<file path="src/rtl/regfile_pkg.sv">
// Shared definitions for the scoreboarded register file.
// Holds the clear-FSM encoding, default widths and the zero register index.
package regfile_pkg;

  localparam logic [0:0] ST_IDLE  = 1'b0;
  localparam logic [0:0] ST_CLEAR = 1'b1;

  localparam int REG_DATA_W   = 32;
  localparam int REG_ADDR_W   = 5;
  localparam int ZERO_REG_IDX = 0;

  function automatic int depth_of(input int aw);
    return 1 << aw;
  endfunction

endpackage

</file>
<file path="src/rtl/regfile_clear_fsm.sv">
// Bulk-clear sequencer: walks every row once after a clear request.
// Ports: clk, reset (async, high), clear_req in; busy, clr_start, clr_row_en, clr_row_addr out.
module regfile_clear_fsm
  import regfile_pkg::*;
#(
  parameter int ADDR_W = REG_ADDR_W
) (
  input  logic              clk,
  input  logic              reset,
  input  logic              clear_req,
  output logic              busy,
  output logic              clr_start,
  output logic              clr_row_en,
  output logic [ADDR_W-1:0] clr_row_addr
);

  localparam logic [ADDR_W-1:0] LAST_ROW = '1;

  logic [0:0]        state_q, state_d;
  logic [ADDR_W-1:0] cnt_q, cnt_d;

  always_comb begin
    state_d = state_q;
    cnt_d   = cnt_q;
    case (state_q)
      ST_IDLE: begin
        if (clear_req) begin
          state_d = ST_CLEAR;
          cnt_d   = '0;
        end
      end
      ST_CLEAR: begin
        // Counter wraps back to 0 on the exit edge.
        cnt_d = cnt_q + 1'b1;
        if (cnt_q == LAST_ROW) begin
          state_d = ST_IDLE;
        end
      end
      default: begin
        state_d = ST_IDLE;
        cnt_d   = '0;
      end
    endcase
  end

  always_ff @(posedge clk or posedge reset) begin
    if (reset) begin
      state_q <= ST_IDLE;
      cnt_q   <= '0;
    end else begin
      state_q <= state_d;
      cnt_q   <= cnt_d;
    end
  end

  assign busy         = (state_q == ST_CLEAR);
  assign clr_start    = (state_q == ST_IDLE) && clear_req;
  assign clr_row_en   = busy;
  assign clr_row_addr = cnt_q;

endmodule

</file>
<file path="src/rtl/regfile_scoreboard.sv">
// N-read/1-write register file with per-register pending bits and bulk clear.
// Ports: clk, reset, regWrite/writeReg/writeData, issueValid/issueReg, clearReq,
// readReg in; readData, readBusy, busy out. Macro REGFILE_BYPASS_EN adds write-through reads.
module regfile_scoreboard
  import regfile_pkg::*;
#(
  parameter int DATA_W   = REG_DATA_W,
  parameter int ADDR_W   = REG_ADDR_W,
  parameter int NUM_RD   = 2,
  parameter int ZERO_REG = 1
) (
  input  logic                     clk,
  input  logic                     reset,
  input  logic                     regWrite,
  input  logic [ADDR_W-1:0]        writeReg,
  input  logic [DATA_W-1:0]        writeData,
  input  logic                     issueValid,
  input  logic [ADDR_W-1:0]        issueReg,
  input  logic                     clearReq,
  input  logic [NUM_RD*ADDR_W-1:0] readReg,
  output logic [NUM_RD*DATA_W-1:0] readData,
  output logic [NUM_RD-1:0]        readBusy,
  output logic                     busy
);

  localparam int DEPTH = depth_of(ADDR_W);

  logic [DATA_W-1:0] regs_q [DEPTH];
  logic [DATA_W-1:0] regs_d [DEPTH];
  logic [DEPTH-1:0]  pend_q, pend_d;

  logic              clr_start;
  logic              clr_row_en;
  logic [ADDR_W-1:0] clr_row_addr;
  logic              wr_acc;
  logic              iss_acc;

  function automatic logic is_zero(input logic [ADDR_W-1:0] a);
    return (ZERO_REG != 0) && (a == ADDR_W'(ZERO_REG_IDX));
  endfunction

  regfile_clear_fsm #(
    .ADDR_W (ADDR_W)
  ) u_clear_fsm (
    .clk          (clk),
    .reset        (reset),
    .clear_req    (clearReq),
    .busy         (busy),
    .clr_start    (clr_start),
    .clr_row_en   (clr_row_en),
    .clr_row_addr (clr_row_addr)
  );

  // A clear starting this edge also drops the write and issue.
  assign wr_acc  = regWrite && !busy && !clr_start
                && !is_zero(writeReg);
  assign iss_acc = issueValid && !busy && !clr_start
                && !is_zero(issueReg);

  always_comb begin
    regs_d = regs_q;
    pend_d = pend_q;
    if (clr_row_en) begin
      regs_d[clr_row_addr] = '0;
    end
    if (wr_acc) begin
      regs_d[writeReg] = writeData;
    end
    if (clr_start) begin
      pend_d = '0;
    end
    if (wr_acc) begin
      pend_d[writeReg] = 1'b0;
    end
    // Issue after write: a new producer on the same edge keeps it pending.
    if (iss_acc) begin
      pend_d[issueReg] = 1'b1;
    end
  end

  always_ff @(posedge clk or posedge reset) begin
    if (reset) begin
      regs_q <= '{default: '0};
      pend_q <= '0;
    end else begin
      regs_q <= regs_d;
      pend_q <= pend_d;
    end
  end

`ifdef REGFILE_BYPASS_EN
  logic byp_ok;
  assign byp_ok = wr_acc && !(iss_acc && (issueReg == writeReg));
`endif

  for (genvar i = 0; i < NUM_RD; i++) begin : g_rd
    logic [ADDR_W-1:0] ra;
    logic [DATA_W-1:0] rd;
    logic              rb;

    assign ra = readReg[i*ADDR_W +: ADDR_W];

    always_comb begin
      rd = regs_q[ra];
      rb = pend_q[ra];
`ifdef REGFILE_BYPASS_EN
      if (byp_ok && (ra == writeReg)) begin
        rd = writeData;
        rb = 1'b0;
      end
`endif
      if (is_zero(ra)) begin
        rd = '0;
        rb = 1'b0;
      end
    end

    assign readData[i*DATA_W +: DATA_W] = rd;
    assign readBusy[i]                  = rb;
  end

endmodule

</file>
<file path="config.mk">
export PLATFORM = sky130hd
export DESIGN_NAME = regfile_scoreboard
export DESIGN_NICKNAME = d
export VERILOG_FILES = /design/src/rtl/regfile_pkg.sv /design/src/rtl/regfile_clear_fsm.sv /design/src/rtl/regfile_scoreboard.sv
export SDC_FILE = /design/constraint.sdc
export NUM_CORES = 2
export LEC_CHECK = 0
export ABC_AREA = 1
export BUFFER_PORTS_ARGS = -buffer_cell sky130_fd_sc_hd__buf_2
export CORE_UTILIZATION = 50
export CTS_BUF_LIST = sky130_fd_sc_hd__clkbuf_8
export CTS_CLUSTER_SIZE = 14
export DETAILED_ROUTE_END_ITERATION = 10
export PLACE_DENSITY = 0.65
export SLEW_MARGIN = 0
export SYNTH_ARGS = -nofsm -noshare
export SYNTH_HDL_FRONTEND = slang
export SYNTH_SLANG_ARGS = --single-unit
</file>
<file path="constraint.sdc">
create_clock -name clk -period 42.6 [get_ports clk]
set_input_delay 0 -clock clk [delete_from_list [all_inputs] [get_ports clk]]
set_output_delay 0 -clock clk [all_outputs]
set_load 0.03 [all_outputs]
</file>
Word-level counts from Yosys, hierarchy flattened
Index checks and enable logic that the tools add are counted.
{"block": "word_totals", "regBits": 1062, "latchBits": 0, "mem_bits_rw": 0, "rom_bits": 0, "input_bits": 57, "output_inout_bits": 67, "elab_cells": 112, "memories": 0}
{"block": "classes", "n_addsub": 1, "mul": 0, "div_mod_pow": 0, "magnitude_cmp": 12, "n_eq_ne": 2, "shifts": 0, "n_mux": 33, "n_bitwise": 10, "n_reduce_logical": 19}
{"cell": "two-way mux 1024 bit", "n": 2}
{"cell": "bitwise AND 1024 bit", "n": 1}
{"cell": "bitwise mux 1024 bit", "n": 1}
{"cell": "NOT 1024 bit", "n": 1}
{"cell": "two-way mux 32 bit", "n": 11}
{"cell": "binary-select mux 32 bit (select 5 bit)", "n": 2}
{"cell": "demux 32 bit (select 5 bit)", "n": 2}
{"cell": "bitwise AND 32 bit", "n": 1}
{"cell": "NOT 32 bit", "n": 1}
{"cell": "OR 32 bit", "n": 1}
{"cell": "greater-or-equal comparator 6 bit (second input constant)", "n": 4}
{"cell": "< comparator 5 x 6 -> 1 bit (second input constant)", "n": 4}
{"cell": "NOT 5 -> 6 bit", "n": 4}
{"cell": "logical NOT 5 bit", "n": 4}
{"cell": "< comparator 6 x 1 -> 1 bit (second input constant)", "n": 2}
{"cell": "logical AND 1 bit", "n": 11}
{"cell": "binary-select mux 1 bit (select 5 bit)", "n": 2}
{"cell": "demux 1 bit (select 5 bit)", "n": 2}
{"cell": "greater-or-equal comparator 5 x 1 -> 1 bit (second input constant)", "n": 2}
{"cell": "one-hot mux 5 bit (2 select lines)", "n": 1}
{"cell": "two-way mux 1 bit", "n": 8}
{"cell": "adder 5 x 1 -> 5 bit (second input constant)", "n": 1}
{"cell": "== test 5 bit (second input constant)", "n": 1}
{"cell": "two-way mux 5 bit", "n": 1}
{"cell": "4 further kinds", "n": 7}

Depth between registers and ports, before layout
{"block": "depth", "depth_word": 10, "depth_mapped": 13, "ltp_nobuf": 9}

Cells and area by module
Synthesis repeated with hierarchy kept, for this count alone.
{"block": "hier_totals", "cells_unflattened": 8938, "area_unflattened_um2": 63425.8}
{"mod": "regfile_scoreboard", "instances": 1, "cells_each": 8899, "area_per_inst_um2": 63118.0, "seq_area_each_um2": 26425.3}
{"mod": "regfile_clear_fsm", "instances": 1, "cells_each": 39, "area_per_inst_um2": 307.8, "seq_area_each_um2": 150.1}

Worst setup path before layout
OpenSTA, ideal clock, no wires.
{"block": "synth_timing", "kind": "register to register", "start": "reg u_clear_fsm.state_q, in the netlist u_clear_fsm.busy", "end": "reg regs_q[328] (netlist bit)", "setup_time_ps": 133, "t_arrival_ps": 1706, "required_ps": 42467, "path_slack_ps": 40760, "path_stages_with_launch": 12, "n_path_buf": 5, "synth_period_minus_slack_ps": 1840, "cell_sequence": "dfrtp_1 -> buf_4 -> nor2_4 -> nand3_2 -> inv_2 -> buf_6 -> buf_12 -> nand2_4 -> buf_12 -> buf_6 -> o211ai_1 -> o21ai_0"}
{"element": "from (decl)", "line_no": "regfile_clear_fsm.sv:19", "rtl": "logic [0:0] state_q, state_d;"}
{"element": "from (signal assigned)", "line_no": "regfile_clear_fsm.sv:51", "rtl": "state_q <= state_d;"}
{"element": "to (signal assigned)", "line_no": "regfile_scoreboard.sv:86", "rtl": "regs_q <= regs_d;"}
{"element": "to (decl)", "line_no": "regfile_scoreboard.sv:28", "rtl": "logic [DATA_W-1:0] regs_q [DEPTH];"}

Worst setup path in the final report
{"block": "layout_timing", "start": "in readReg[5]", "end": "out readData[41]"}
{"block": "layout_via", "elab_chain_len": 5, "word_cells_on_any_way": 6, "classes_between": "4 x mux; 1 x bitwise; 1 x reduce/logical"}
{"element": "from (decl)", "line_no": "regfile_scoreboard.sv:20", "rtl": "input logic [NUM_RD*ADDR_W-1:0] readReg,"}
{"element": "NOT 5 -> 6 bit (implied by the code)", "line_no": "regfile_scoreboard.sv:104", "rtl": "rd = regs_q[ra];"}
{"element": "binary-select mux 32 bit (select 5 bit)", "line_no": "regfile_scoreboard.sv:104"}
{"element": "two-way mux 32 bit (implied by the code) (2 in series)", "line_no": "regfile_scoreboard.sv:104"}
{"element": "two-way mux 32 bit (*)", "line_no": "regfile_scoreboard.sv:112", "rtl": "if (is_zero(ra)) begin"}
{"element": "to (decl)", "line_no": "regfile_scoreboard.sv:21", "rtl": "output logic [NUM_RD*DATA_W-1:0] readData,"}
Every way passes the cells marked *; elsewhere a longest branch is shown, timed or not. The select of a mux whose other input is x is not followed.

==> results.json <==
{
  "ant_nets": 0,
  "syn_to_final_growth_pct": 5.53,
  "synth_nets": 9018,
  "fp.coreArea_um2": 128000,
  "route.detailed.drc": 0,
  "viasPerCell": 6.70,
  "antenna_found_initial": 21,
  "yosys_register_bits": 1062,
  "synth.distinct_cells": 31,
  "finalSetupTns_ps": 0,
  "die_y_um": 360,
  "numCtsBuffers": 189,
  "clkTransAtPathRegs_ps": 60,
  "port_buffers": 123,
  "drtIter0Drc": 12500,
  "place.gp.congestion": 0.900,
  "grt_pass1_wl_um": 421000,
  "timing.reg2reg.setup_slack_ps": 38620,
  "clock-sinks": 1062,
  "cp-start-kind": "input port",
  "initial_utilization": 0.504,
  "min-delay-start": "issueReg[3]",
  "cp_max_fo": 113,
  "synth_area_leaders": "dfrtp_1, nand2_1, nand3_1, o211ai_1, o21ai_0",
  "grt_max_degree": 189,
  "cp.required_ps": 42600,
  "vias": 69000,
  "grt_usage": 0.431,
  "wl_per_cell_um": 27.8,
  "worstReg2RegEnd": "regs_q[673]$_DFF_PP0_",
  "relSlewSlack": 0.0894,
  "htreeDepth": 4,
  "final_nets": 8566,
  "synth-seq-area-share": 0.414,
  "maxSlewViolCount": 0,
  "netlist.area_leader.share": 0.414,
  "grt_pass1_vias": 63900,
  "yosysTopAreaCell": "dfrtp_1",
  "ir_drop_mv": 0.0722,
  "whs_endpoint": "pend_q[6]$_DFF_PP0_",
  "fin_skew_ps": 30.9,
  "regToRegStartpoint": "u_clear_fsm.clr_row_addr[2]$_DFFE_PP0P_",
  "end_kind": "output pin",
  "drt-total-wl_um": 287000,
  "setup_viol_count_final": 0,
  "pin_count": 124,
  "clk_latency_ps": 990,
  "die_x_um": 360,
  "worstSetupPathType": "in -> out",
  "fin_crit_sh": 0.115,
  "p_leak_nw": 30.1,
  "yosysMostFrequentCell": "nand2_1",
  "hold_violations": 0,
  "fin_crit_ps": 4890,
  "max-cap-violations": 0,
  "status": "finished clean",
  "whs_path_depth": 5,
  "yosysWarnings": 0,
  "synth-edff-count": 0,
  "syn_avg_cell_area_um2": 7.17,
  "rows": 131,
  "hold_path.class": "in -> reg",
  "synth_common_cells": "nand2_1, nand3_1, dfrtp_1, o21ai_0, o211ai_1",
  "clockBufferDepth": 3,
  "r2r_cells": 7,
  "ys.flop_type": "dfrtp_1",
  "cts_root_buf": "clkbuf_8",
  "dpl.hpwl_um": 145000,
  "drt_first_pass_iters": 9,
  "grt_overflow": 0,
  "cts_tree": "built",
  "hold_ws_ps": 16.9,
  "crit_arrival_ps": 4890,
  "rsz0062_at_grt": "no",
  "powerDensity_nw_per_um2": 42.3,
  "worst_pin_slew_ps": 1360,
  "netlist_area_um2": 64200,
  "ys_async_sr_fraction": 1.00,
  "layout-drive-gt1-share": 0.0760,
  "fmax_ghz": 0.204,
  "die_area_um2": 130000,
  "syn_inst": 8956
}
## cells by family (layout without fill, tap and decap cells)
logic type      Yosys count  after routing  share of synthesized area
simple gates           4895           4895                      0.325
compound gates         1886           1886                      0.176
buf+inv                1108            783                     0.0836
flops                  1062           1062                      0.414
fa+ha+maj                 5              5                   0.000974
other cells               0              9                          0
## cell type report
type / instances / area (µm²)
fill: 12400 / 59700
inverter: 159 / 647
clock inverter: 80 / 334
tap: 1662 / 2080
timing repair buffer: 306 / 2290
clock buffer: 238 / 3280
sequential: 1062 / 26600
multi-input combinational: 6786 / 32500
antenna: 9 / 22.5
## worst max-delay path, cell delays in order
cell and delay [ps]:
buf_8 550, buf_4 1050, buf_4 1010, buf_4 610, nand2_1 110, nand3_1 100, nand3_1 90, nand2_1 130
nand2_1 80, nand3_1 100, nand2_1 110, nor2_1 410, buf_2 280
## worst max-delay path by stage
stage                          start                   to  slack (ps)  cells after the start
final                     readReg[5]         readData[41]       37710                     13
after global routing      readReg[5]         readData[41]       37720                     13
after CTS                 readReg[5]         readData[41]       37980                     13
after detailed placement  readReg[5]         readData[41]       38000                     13
after global placement    readReg[5]         readData[41]       38000                     13
after floorplan                reset  pend_q[0]$_DFF_PP0_       12710                      1
## metal layers
metal	wire length [µm]	track usage	up-vias
li1	-	-	29500
met1	108000	0.571	32600
met2	117000	0.614	5716
met3	44900	0.144	1099
met4	17400	0.243	16
met5	203	0	-
## per-stage QoR
stage | total power, mW | utilization | std cells | instance area [µm²] | worst slack (ps)
4_1_cts | 2.82 | 0.531 | 10300 | 67800 | 37980
3_5_place_dp | 1.88 | 0.498 | 9912 | 63500 | 38000
2_1_floorplan | 1.59 | - | 8956 | 64200 | 12710
6_report | 2.87 | 0.531 | 10300 | 67800 | 37710
5_1_grt | 2.94 | 0.531 | 10300 | 67800 | 37720
3_3_place_gp | 1.87 | 0.498 | 9912 | 63500 | 38000
## state kept, by name, indices dropped and copies added, names as in the netlist
name,flops
pend_q,32
regs_q,1024
u_clear_fsm.busy,1
u_clear_fsm.clr_row_addr,5
## where the power goes
group / internal [mW] / switching [mW]
logic: 0.149 / 0.611
registers: 1.09 / 0.0682
clock network: 0.494 / 0.459
## cells in the final DEF, fill, tap and decap left out
cell type,n
nand2_2,14
ha_1,5
nor3_1,13
buf_8,4
buf_4,115
inv_8,5
or2_2,1
dfrtp_1,1062
nand4_1,1
nand3_4,5
nor2_1,322
buf_12,7
clkinv_2,9
inv_2,3
o21ai_0,693
nand3_1,1799
o211ai_2,78
nor2_4,3
clkbuf_8,238
diode_2,9
a21boi_0,1
o21ai_2,12
nor3_2,1
inv_1,214
nand2_4,33
inv_6,4
nand3b_1,32
o21ai_1,457
a21oi_1,147
dlygate4sd3_1,63
buf_6,2
nand3_2,3
clkinvlp_4,4
o211ai_1,498
buf_2,115
nand2_1,2668
## what timing repair did
action                                 in CTS  in global routing
hold buffers                               63                  0
gates resized for setup                     0                  0
setup buffers                               0                  0
endpoints found under the hold margin    1189                  0
No activity file was read; power rests on OpenSTA's default activity.
